`src/rtl/fetch_sequencer_if.sv`:
```
// Fetch-side bus bundle: NPC redirect, instruction-memory request/response and
// the decode-facing instruction stream.
interface fetch_sequencer_if;
   logic        redirect_valid;
   logic [31:0] redirect_pc;
   logic        imem_req_valid;
   logic [31:0] imem_req_addr;
   logic        imem_req_ready;
   logic        imem_resp_valid;
   logic [31:0] imem_resp_data;
   logic        inst_valid;
   logic [31:0] inst_data;
   logic [31:0] inst_pc;
   logic        inst_ready;

   // Handshakes: a request transfers on a clock edge where imem_req_valid and
   // imem_req_ready are both 1; once raised, valid and addr hold until that edge
   // unless a redirect occurs. An instruction transfers on an edge where
   // inst_valid and inst_ready are both 1. Responses have no ready and
   // return in request order.
   modport master (
      input  redirect_valid, redirect_pc, imem_req_ready,
             imem_resp_valid, imem_resp_data, inst_ready,
      output imem_req_valid, imem_req_addr, inst_valid, inst_data, inst_pc
   );

   modport slave (
      output redirect_valid, redirect_pc, imem_req_ready,
             imem_resp_valid, imem_resp_data, inst_ready,
      input  imem_req_valid, imem_req_addr, inst_valid, inst_data, inst_pc
   );
endinterface

```
`src/rtl/fetch_sequencer.sv`:
```
// Credit-limited instruction fetch sequencer: issues in-order fetches, tags each
// with its PC, buffers responses for decode and drains stale ones after a redirect.
module fetch_sequencer #(
   parameter logic [31:0] RESET_PC  = 32'h0001_0000,
   parameter int          BUF_DEPTH = 2
) (
   input  logic              clk,
   input  logic              rst,
   fetch_sequencer_if.master bus,
   output logic [1:0]        dbg_state_o
);
   localparam int PW = (BUF_DEPTH > 1) ? $clog2(BUF_DEPTH) : 1;
   localparam int CW = $clog2(BUF_DEPTH + 1);
   localparam logic [PW-1:0] LAST_PTR = PW'(BUF_DEPTH - 1);
   localparam logic [CW-1:0] DEPTH_C  = CW'(BUF_DEPTH);

   typedef enum logic [1:0] {
      S_BOOT  = 2'd0,
      S_RUN   = 2'd1,
      S_DRAIN = 2'd2
   } state_t;

   state_t        state_q, state_d;
   logic [31:0]   fetch_pc_q, fetch_pc_d;
   logic [CW-1:0] out_cnt_q, out_cnt_d;
   logic [CW-1:0] drop_cnt_q, drop_cnt_d;
   logic [CW-1:0] occ_q, occ_d;
   logic [PW-1:0] tag_wr_q, tag_wr_d, tag_rd_q, tag_rd_d;
   logic [PW-1:0] buf_wr_q, buf_wr_d, buf_rd_q, buf_rd_d;
   logic [31:0]   tag_mem_q  [BUF_DEPTH];
   logic [31:0]   buf_data_q [BUF_DEPTH];
   logic [31:0]   buf_pc_q   [BUF_DEPTH];

   logic          req_valid, req_fire, tag_push;
   logic          resp_any, resp_keep, consume, inst_valid;
   logic [CW-1:0] pending, drop_calc;

   function automatic logic [PW-1:0] ptr_inc(input logic [PW-1:0] p);
      return (p == LAST_PTR) ? '0 : p + PW'(1);
   endfunction

   // outstanding + occupancy never exceeds BUF_DEPTH, so neither FIFO can overflow
   assign inst_valid = (occ_q != '0);
   assign req_valid  = (state_q == S_RUN) && ((out_cnt_q + occ_q) < DEPTH_C);
   assign req_fire   = req_valid && bus.imem_req_ready;
   assign tag_push   = req_fire && !bus.redirect_valid;
   assign pending    = out_cnt_q + drop_cnt_q;
   assign resp_any   = bus.imem_resp_valid && (pending != '0);
   assign resp_keep  = resp_any && (state_q == S_RUN) && !bus.redirect_valid;
   assign consume    = inst_valid && bus.inst_ready && !bus.redirect_valid;

   always_comb begin
      state_d    = state_q;
      fetch_pc_d = fetch_pc_q;
      out_cnt_d  = out_cnt_q;
      drop_cnt_d = drop_cnt_q;
      occ_d      = occ_q;
      tag_wr_d   = tag_wr_q;
      tag_rd_d   = tag_rd_q;
      buf_wr_d   = buf_wr_q;
      buf_rd_d   = buf_rd_q;
      drop_calc  = pending;

      case (state_q)
         S_BOOT: state_d = S_RUN;
         S_RUN: begin
            if (tag_push) begin
               tag_wr_d   = ptr_inc(tag_wr_q);
               fetch_pc_d = fetch_pc_q + 32'd4;
            end
            if (resp_keep) begin
               tag_rd_d = ptr_inc(tag_rd_q);
               buf_wr_d = ptr_inc(buf_wr_q);
            end
            if (consume) buf_rd_d = ptr_inc(buf_rd_q);
            if (tag_push && !resp_keep)      out_cnt_d = out_cnt_q + CW'(1);
            else if (!tag_push && resp_keep) out_cnt_d = out_cnt_q - CW'(1);
            if (resp_keep && !consume)       occ_d = occ_q + CW'(1);
            else if (!resp_keep && consume)  occ_d = occ_q - CW'(1);
         end
         S_DRAIN: begin
            if (resp_any) begin
               drop_cnt_d = drop_cnt_q - CW'(1);
               if (drop_cnt_q == CW'(1)) state_d = S_RUN;
            end
         end
         default: state_d = S_BOOT;
      endcase

      // A request accepted this cycle is already stale; a returning response retires one.
      if (bus.redirect_valid) begin
         if (req_fire) drop_calc = drop_calc + CW'(1);
         if (resp_any) drop_calc = drop_calc - CW'(1);
         fetch_pc_d = bus.redirect_pc;
         out_cnt_d  = '0;
         drop_cnt_d = drop_calc;
         occ_d      = '0;
         tag_wr_d   = '0;
         tag_rd_d   = '0;
         buf_wr_d   = '0;
         buf_rd_d   = '0;
         state_d    = (drop_calc != '0) ? S_DRAIN : S_RUN;
      end
   end

   always_ff @(posedge clk or negedge rst) begin
      if (!rst) begin
         state_q    <= S_BOOT;
         fetch_pc_q <= RESET_PC;
         out_cnt_q  <= '0;
         drop_cnt_q <= '0;
         occ_q      <= '0;
         tag_wr_q   <= '0;
         tag_rd_q   <= '0;
         buf_wr_q   <= '0;
         buf_rd_q   <= '0;
      end else begin
         state_q    <= state_d;
         fetch_pc_q <= fetch_pc_d;
         out_cnt_q  <= out_cnt_d;
         drop_cnt_q <= drop_cnt_d;
         occ_q      <= occ_d;
         tag_wr_q   <= tag_wr_d;
         tag_rd_q   <= tag_rd_d;
         buf_wr_q   <= buf_wr_d;
         buf_rd_q   <= buf_rd_d;
      end
   end

   always_ff @(posedge clk or negedge rst) begin
      if (!rst) begin
         for (int i = 0; i < BUF_DEPTH; i++) begin
            tag_mem_q[i]  <= '0;
            buf_data_q[i] <= '0;
            buf_pc_q[i]   <= '0;
         end
      end else begin
         if (tag_push) tag_mem_q[tag_wr_q] <= fetch_pc_q;
         if (resp_keep) begin
            buf_data_q[buf_wr_q] <= bus.imem_resp_data;
            buf_pc_q[buf_wr_q]   <= tag_mem_q[tag_rd_q];
         end
      end
   end

   assign bus.imem_req_valid = req_valid;
   assign bus.imem_req_addr  = fetch_pc_q;
   assign bus.inst_valid     = inst_valid;
   assign bus.inst_data      = buf_data_q[buf_rd_q];
   assign bus.inst_pc        = buf_pc_q[buf_rd_q];
   assign dbg_state_o        = state_q;
endmodule

```
`src/flat_wrapper.sv`:
```
// flat-port wrapper written by rule: the top's interface ports become plain ports
module fetch_sequencer_flat 
#(
   parameter logic [31:0] RESET_PC  = 32'h0001_0000,
   parameter int          BUF_DEPTH = 2
)
  (clk, rst, dbg_state_o, bus_redirect_valid, bus_redirect_pc, bus_imem_req_ready, bus_imem_resp_valid, bus_imem_resp_data, bus_inst_ready, bus_imem_req_valid, bus_imem_req_addr, bus_inst_valid, bus_inst_data, bus_inst_pc);
  fetch_sequencer_if bus_i ();
  input  logic clk;
  input  logic rst;
  output logic [1:0] dbg_state_o;
  input wire logic [$bits(bus_i.redirect_valid)-1:0] bus_redirect_valid;
  input wire logic [$bits(bus_i.redirect_pc)-1:0] bus_redirect_pc;
  input wire logic [$bits(bus_i.imem_req_ready)-1:0] bus_imem_req_ready;
  input wire logic [$bits(bus_i.imem_resp_valid)-1:0] bus_imem_resp_valid;
  input wire logic [$bits(bus_i.imem_resp_data)-1:0] bus_imem_resp_data;
  input wire logic [$bits(bus_i.inst_ready)-1:0] bus_inst_ready;
  output wire logic [$bits(bus_i.imem_req_valid)-1:0] bus_imem_req_valid;
  output wire logic [$bits(bus_i.imem_req_addr)-1:0] bus_imem_req_addr;
  output wire logic [$bits(bus_i.inst_valid)-1:0] bus_inst_valid;
  output wire logic [$bits(bus_i.inst_data)-1:0] bus_inst_data;
  output wire logic [$bits(bus_i.inst_pc)-1:0] bus_inst_pc;
  assign bus_i.redirect_valid = bus_redirect_valid;
  assign bus_i.redirect_pc = bus_redirect_pc;
  assign bus_i.imem_req_ready = bus_imem_req_ready;
  assign bus_i.imem_resp_valid = bus_imem_resp_valid;
  assign bus_i.imem_resp_data = bus_imem_resp_data;
  assign bus_i.inst_ready = bus_inst_ready;
  assign bus_imem_req_valid = bus_i.imem_req_valid;
  assign bus_imem_req_addr = bus_i.imem_req_addr;
  assign bus_inst_valid = bus_i.inst_valid;
  assign bus_inst_data = bus_i.inst_data;
  assign bus_inst_pc = bus_i.inst_pc;
  fetch_sequencer #(.RESET_PC(RESET_PC), .BUF_DEPTH(BUF_DEPTH)) u_core (.clk(clk), .rst(rst), .bus(bus_i), .dbg_state_o(dbg_state_o));
endmodule
```
`config.mk`:
```
export PLATFORM = sky130hd
export DESIGN_NAME = fetch_sequencer_flat
export DESIGN_NICKNAME = d
export VERILOG_FILES = /design/src/rtl/fetch_sequencer_if.sv /design/src/rtl/fetch_sequencer.sv /design/src/flat_wrapper.sv
export SDC_FILE = /design/constraint.sdc
export NUM_CORES = 1
export LEC_CHECK = 0
export CAP_MARGIN = 10
export CORE_MARGIN = 2
export CORE_UTILIZATION = 27
export CTS_CLUSTER_DIAMETER = 40
export CTS_CLUSTER_SIZE = 30
export DETAILED_ROUTE_END_ITERATION = 10
export GPL_TIMING_DRIVEN = 0
export HOLD_SLACK_MARGIN = 0.12
export PLACE_DENSITY = 0.49
export SYNTH_ARGS = -nofsm -noshare
export SYNTH_HDL_FRONTEND = slang
export SYNTH_SLANG_ARGS = --single-unit
```
`constraint.sdc`:
```
create_clock -name clk -period 2.1 [get_ports clk]
set_input_delay 0.315 -clock clk [delete_from_list [all_inputs] [get_ports clk]]
set_output_delay 0.315 -clock clk [all_outputs]
set_load 0.1 [all_outputs]
```
# Word-level counts from Yosys, hierarchy flattened
# Index checks and enable logic that the tools add are counted.
[op_classes] bitwise=4 n_div=0 n_mux=55 magnitude_cmp=7 reduce_logical=37 shifts=0 add_sub_neg=14 eq_ne=6 mul=0
[ops] op="$mux W32" count=14
[ops] op="$bwmux W64" count=3
[ops] op="$demux W32 S1" count=2
[ops] op="$mux W2" count=19
[ops] op="$add A32 B3 Y32 const B" count=1
[ops] op="$reduce_bool A2 Y1" count=9
[ops] op="$mux W1" count=16
[ops] op="$logic_and A1 B1 Y1" count=14
[ops] op="$reduce_and A2 Y1" count=6
[ops] op="$ge A2 B2 Y1 const B" count=4
[ops] op="$not A1 Y2" count=4
[ops] op="$sub A2 B1 Y2 const B" count=4
[ops] op="$add A2 B1 Y2 const B" count=3
[ops] op="$ne A3 B2 Y1 const B" count=2
[ops] op="$pmux W2 S3" count=1
[ops] op="$reduce_bool A3 Y1" count=2
[ops] op="$add A1 B1 Y1 const B" count=4
[ops] op="$add A2 B2 Y2" count=2
[ops] op="$eq A2 B1 Y1 const B" count=2
[ops] op="$logic_not A1 Y1" count=4
[ops] op="$lt A2 B1 Y1 const B" count=2
[ops] op="$reduce_and A3 Y1" count=1
[ops] op="$eq A2 B2 Y1 const B" count=1
[ops] op="$logic_not A2 Y1" count=1
[ops] op="2 further kinds" count=2
[totals] ram_bits=0 mem_count=0 reg_bits=236 out_inout_bits=100 inputBits=70 mem_bits_ro=0 latchBits=0 elab_cells=138

# Logic depth before layout (Yosys ltp)
[logic_depth] depth_word=12 mapped_depth=10 depth_no_buf=9

# Least setup slack after synthesis
# No wires, ideal clock.
[synth_timing] path_type="reg-to-reg" start="register u_core.fetch_pc_q[9] (netlist: u_core.bus.imem_req_addr[9])" end="register u_core.fetch_pc_q[31] (netlist: u_core.bus.imem_req_addr[31])" required_ps=1975 path_buffers=0 period_less_slack_ps=2790 arrival_ps=2665 setup_slack_ps=-690 setup_ps=125 stages_incl_launch_ff=7 path_cell_list="dfrtp_1 -> nand4_1 -> or3_1 -> nor3_2 -> nand4_1 -> xnor2_1 -> mux2_2"
[synth_between] elab_chain_len=4
[synth_rtl] element="from (decl)" line_no="fetch_sequencer.sv:24" rtl="logic [31:0] fetch_pc_q, fetch_pc_d;"
[synth_rtl] element="from (signal assigned)" line_no="fetch_sequencer.sv:119" rtl="fetch_pc_q <= fetch_pc_d;"
[synth_rtl] element="$add A32 B3 Y32" line_no="fetch_sequencer.sv:69" rtl="fetch_pc_d = fetch_pc_q + 32'd4;"
[synth_rtl] element="$mux W32" line_no="fetch_sequencer.sv:67" rtl="if (tag_push) begin"
[synth_rtl] element="$mux W32" line_no="fetch_sequencer.sv:64" rtl="case (state_q)"
[synth_rtl] element="$mux W32" line_no="fetch_sequencer.sv:91" rtl="if (bus.redirect_valid) begin"
# No other way between the ends. The select of a mux whose other input is x is not followed.
# A chain may end at the register's enable or synchronous reset.

# Final worst setup path
[layout_timing] start="register u_core.out_cnt_q[1]" end="register u_core.buf_data_q[56] (netlist bit)"
[layout_between] elab_chain_len=5
[layout_rtl] element="from (decl)" line_no="fetch_sequencer.sv:25" rtl="logic [CW-1:0] out_cnt_q, out_cnt_d;"
[layout_rtl] element="from (signal assigned)" line_no="fetch_sequencer.sv:120" rtl="out_cnt_q <= out_cnt_d;"
[layout_rtl] element="$add A2 B2 Y2" line_no="fetch_sequencer.sv:47" rtl="assign pending = out_cnt_q + drop_cnt_q;"
[layout_rtl] element="$reduce_bool A2 Y1" line_no="fetch_sequencer.sv:48" rtl="assign resp_any = bus.imem_resp_valid && (pending != '0);"
[layout_rtl] element="$logic_and A1 B1 Y1" line_no="fetch_sequencer.sv:48"
[layout_rtl] element="$logic_and A1 B1 Y1 (2 in a row)" line_no="fetch_sequencer.sv:49" rtl="assign resp_keep = resp_any && (state_q == S_RUN) && !bus.redirect_valid;"
[layout_rtl] element="to (signal, indexed assignment)" line_no="fetch_sequencer.sv:140" rtl="buf_data_q[buf_wr_q] <= bus.imem_resp_data;"
[layout_rtl] element="to (decl)" line_no="fetch_sequencer.sv:31" rtl="logic [31:0] buf_data_q [BUF_DEPTH];"
# No other way between the ends.

==> metrics.txt <==
via-per-instance ratio 4.61; worst setup margin -0.148 ns; fraction of registers with async set/reset 100%; Total GRT Usage 15.1%; Layout fillers 3608; Cell Chain, Critical Path xor2_2 > xnor2_2 > ha_2 > nor2b_4 > nand2_4 > nor3_4 > buf_12 > buf_12 > mux2_2; CP bufs+invs 2; area of the mapped netlist 10800 sq um; area delta synth->final 65.3%; Post-DRT Antenna Nets 0; Worst Hold Launch bus_redirect_pc[16]; most frequent CP cell buf_12; htree depth 2; reg2reg start u_core.out_cnt_q[1]; Die ar. 41500 sq um; RSZ-0062 raised after global routing yes; CTS Buf Count 45; CP peak stage delay 0.46 ns; clk root buf clkbuf_16; period utilization 107%; fin. max-slew vios 0; placed cells 1561; CP Class reg2reg; Synth cell types 52; Post-Syn Area per Cell 12.4 sq um; post-synthesis register bit count 236; final hold vios 0; CTS tree done; drt total wl 33.7 mm; failing checks negative setup slack; via count 7889; Avg WL per Cell 19.7 microns; Peak VDD IR 979 uV; Post-DP HPWL 21.0 mm; CP max FO 10; outcome finished, violations left; min-delay worst type in2reg; Period minus WS final 2.25 ns; Antenna Cells 0; Slowest cell on crit path dfrtp_2; maximum clock frequency 445 MHz; Critical Path Source u_core.out_cnt_q[1]; first-pass GRT wire length 48.3 mm; Worst-path clk slew 0.05 ns; number of synthesized flops with an enable pin 0; relative slew slack 41.2%; vias in the first global route 8076; Mapped Cells 866; Worst Path Arrival 2.66 ns; worst path required time 2.51 ns; Synth Flop Type dfrtp_1; num ports 170; power per cell area 1730 nW/um^2; post-layout util 45.0%; Mapped Nets 940; row count 73; CP Launch Type register; worst skew pair latency 0.54 ns; die span in y 204 microns; Max Cap Viol 0; final hold slack 0.298 ns; Syn. warnings 0; Slew @ Worst Pin 0.882 ns; Initial DRC Count 361; initial antenna violation count 0; DR pass1 iterations 4; Core Area 39500 sq um; P_leak 7.70 nW; Layout Nets 1227; Buffers on Ports 168; Final Non-Filler Cells 1713; Die X 204 microns; Routability Congestion 0.753; Worst Skew 0.0181 ns; Final setup viols 177; cell family with most CP delay flip-flops; Remaining Overflow, GRT 0; total negative slack -12.78 ns; DRC violations left 0; Initial Utilization 27.2%; dpl ws -1.35 ns; CTS Sinks 236; CP endpoint kind register; largest net degree at the start of global routing 88; sequential fraction of the synthesis area 54.8%; share of cells above drive strength 1 50.4%; Clock Path Buffers 3
[tightest hold or removal path, cell delays in order]
cell and delay (ns):
clkdlybuf4s50_1 0.40, nand2_1 0.06, o21ai_0 0.07
[stage by stage]
stage	cell area, sq um	power [mW]
floorplan	10900	16.7
global placement	13300	19.4
CTS	15900	28.1
detailed placement	13300	19.5
global route	17800	32.1
finish	17800	30.8
[Yosys cell counts (2+ instances only)]
library cell  number  area, sq um
a21oi_1           36          180
nor3_1             4         20.0
nand3_1           16         80.1
nor3_2             2         20.0
nand2b_1           3         18.8
nor2_1            49          184
mux2i_1           33          330
buf_1              6         22.5
ha_1               4         50.1
or3_1              2         12.5
xnor2_1           18          158
buf_12             4         80.1
mux2_2           167         1880
buf_2              5         25.0
buf_6              3         33.8
nand4_1           10         62.6
inv_1              5         18.8
and3_1             6         37.5
o21ai_0           66          330
nand2_1           78          293
dfrtp_1          235         5880
mux2_4            30          450
xor2_1            23          201
a31oi_1            3         18.8
clkbuf_1          30          113
xnor2_2            2         32.5
[final timing paths]
kind	cells past startpoint	slack, ns	endpoint
worst max-delay path	9	-0.15	u_core.buf_data_q[56]
worst min-delay path	3	0.30	u_core.bus.imem_req_addr[16]
worst max register to register	9	-0.15	u_core.buf_data_q[56]
worst min register to register	2	0.48	u_core.buf_pc_q[9]
max in group asynchronous	4	0.51	u_core.buf_rd_q
min in group asynchronous	2	0.34	u_core.buf_data_q[38]
[what timing repair did]
item / in CTS / in global routing
gates resized for setup: 686 / 402
endpoints found under the setup margin: 313 / 267
gates cloned: 5 / 22
endpoints found under the hold margin: 70 / 0
pin swaps: 8 / 29
setup buffers: 24 / 25
hold buffers: 1 / 0
[cell families after synthesis]
kind of cell / after synthesis / share of synthesized area [%]
fa+ha+maj: 4 / 0.465
buf+inv: 55 / 2.82
xor+xnor: 43 / 3.64
flops: 236 / 54.8
mux: 231 / 24.8
simple gates: 183 / 7.77
compound gates: 114 / 5.66
[metal layers]
metal,track usage (%),wire length (microns),up-vias
li1,-,-,3645
met1,20.7,15100,3996
met2,24.2,16200,193
met3,3.05,1820,55
met4,4.12,653,0
met5,0,0,-
[registers in the layout (all words and copies together), names as in the netlist]
signal and count:
u_core.buf_data_q 64, u_core.out_cnt_q 2, u_core.buf_rd_q 1, u_core.bus.imem_req_addr 32
u_core.buf_wr_q 1, u_core.occ_q 2, u_core.tag_wr_q 1, u_core.tag_mem_q 64
u_core.buf_pc_q 64, u_core.dbg_state_o 2, u_core.tag_rd_q 1, u_core.drop_cnt_q 2
[layout by cell type (no fill, tap or decap), types with 14 or more instances in the layout]
master	netlist	routed
dfrtp_2	0	17
nand2_2	0	18
o21ai_0	66	31
buf_8	0	14
dfrtp_1	235	206
a21oi_1	36	20
xor2_1	23	21
nand2_1	78	55
buf_6	3	26
mux2_2	167	56
clkdlybuf4s15_2	0	33
clkbuf_16	0	66
clkdlybuf4s50_1	0	67
buf_4	1	24
mux2i_1	33	33
a21oi_2	0	14
o21ai_1	0	30
xnor2_1	18	14
buf_12	4	85
clkbuf_1	30	16
mux2_4	30	142
nor2_1	49	38
[report_power, final]
| part | switching, mW | total (mW) | internal (mW) | leakage [nW] |
|---|---|---|---|---|
| logic | 8.89 | 15.5 | 6.65 | 3.94 |
| clock network | 2.51 | 7.60 | 5.10 | 0.766 |
| registers | 1.20 | 7.62 | 6.42 | 2.99 |
[cell type report]
class,count,area [sq um],area share (%)
timing repair buffer,244,3420,19.2
sequential,236,5980,33.6
clock inverter,25,372,2.09
tap,525,657,3.69
multi-input combinational,575,5440,30.6
buffer,45,696,3.91
clock buffer,57,1220,6.86
inverter,6,22.5,0.126
Power figures use the tool's default switching activity.
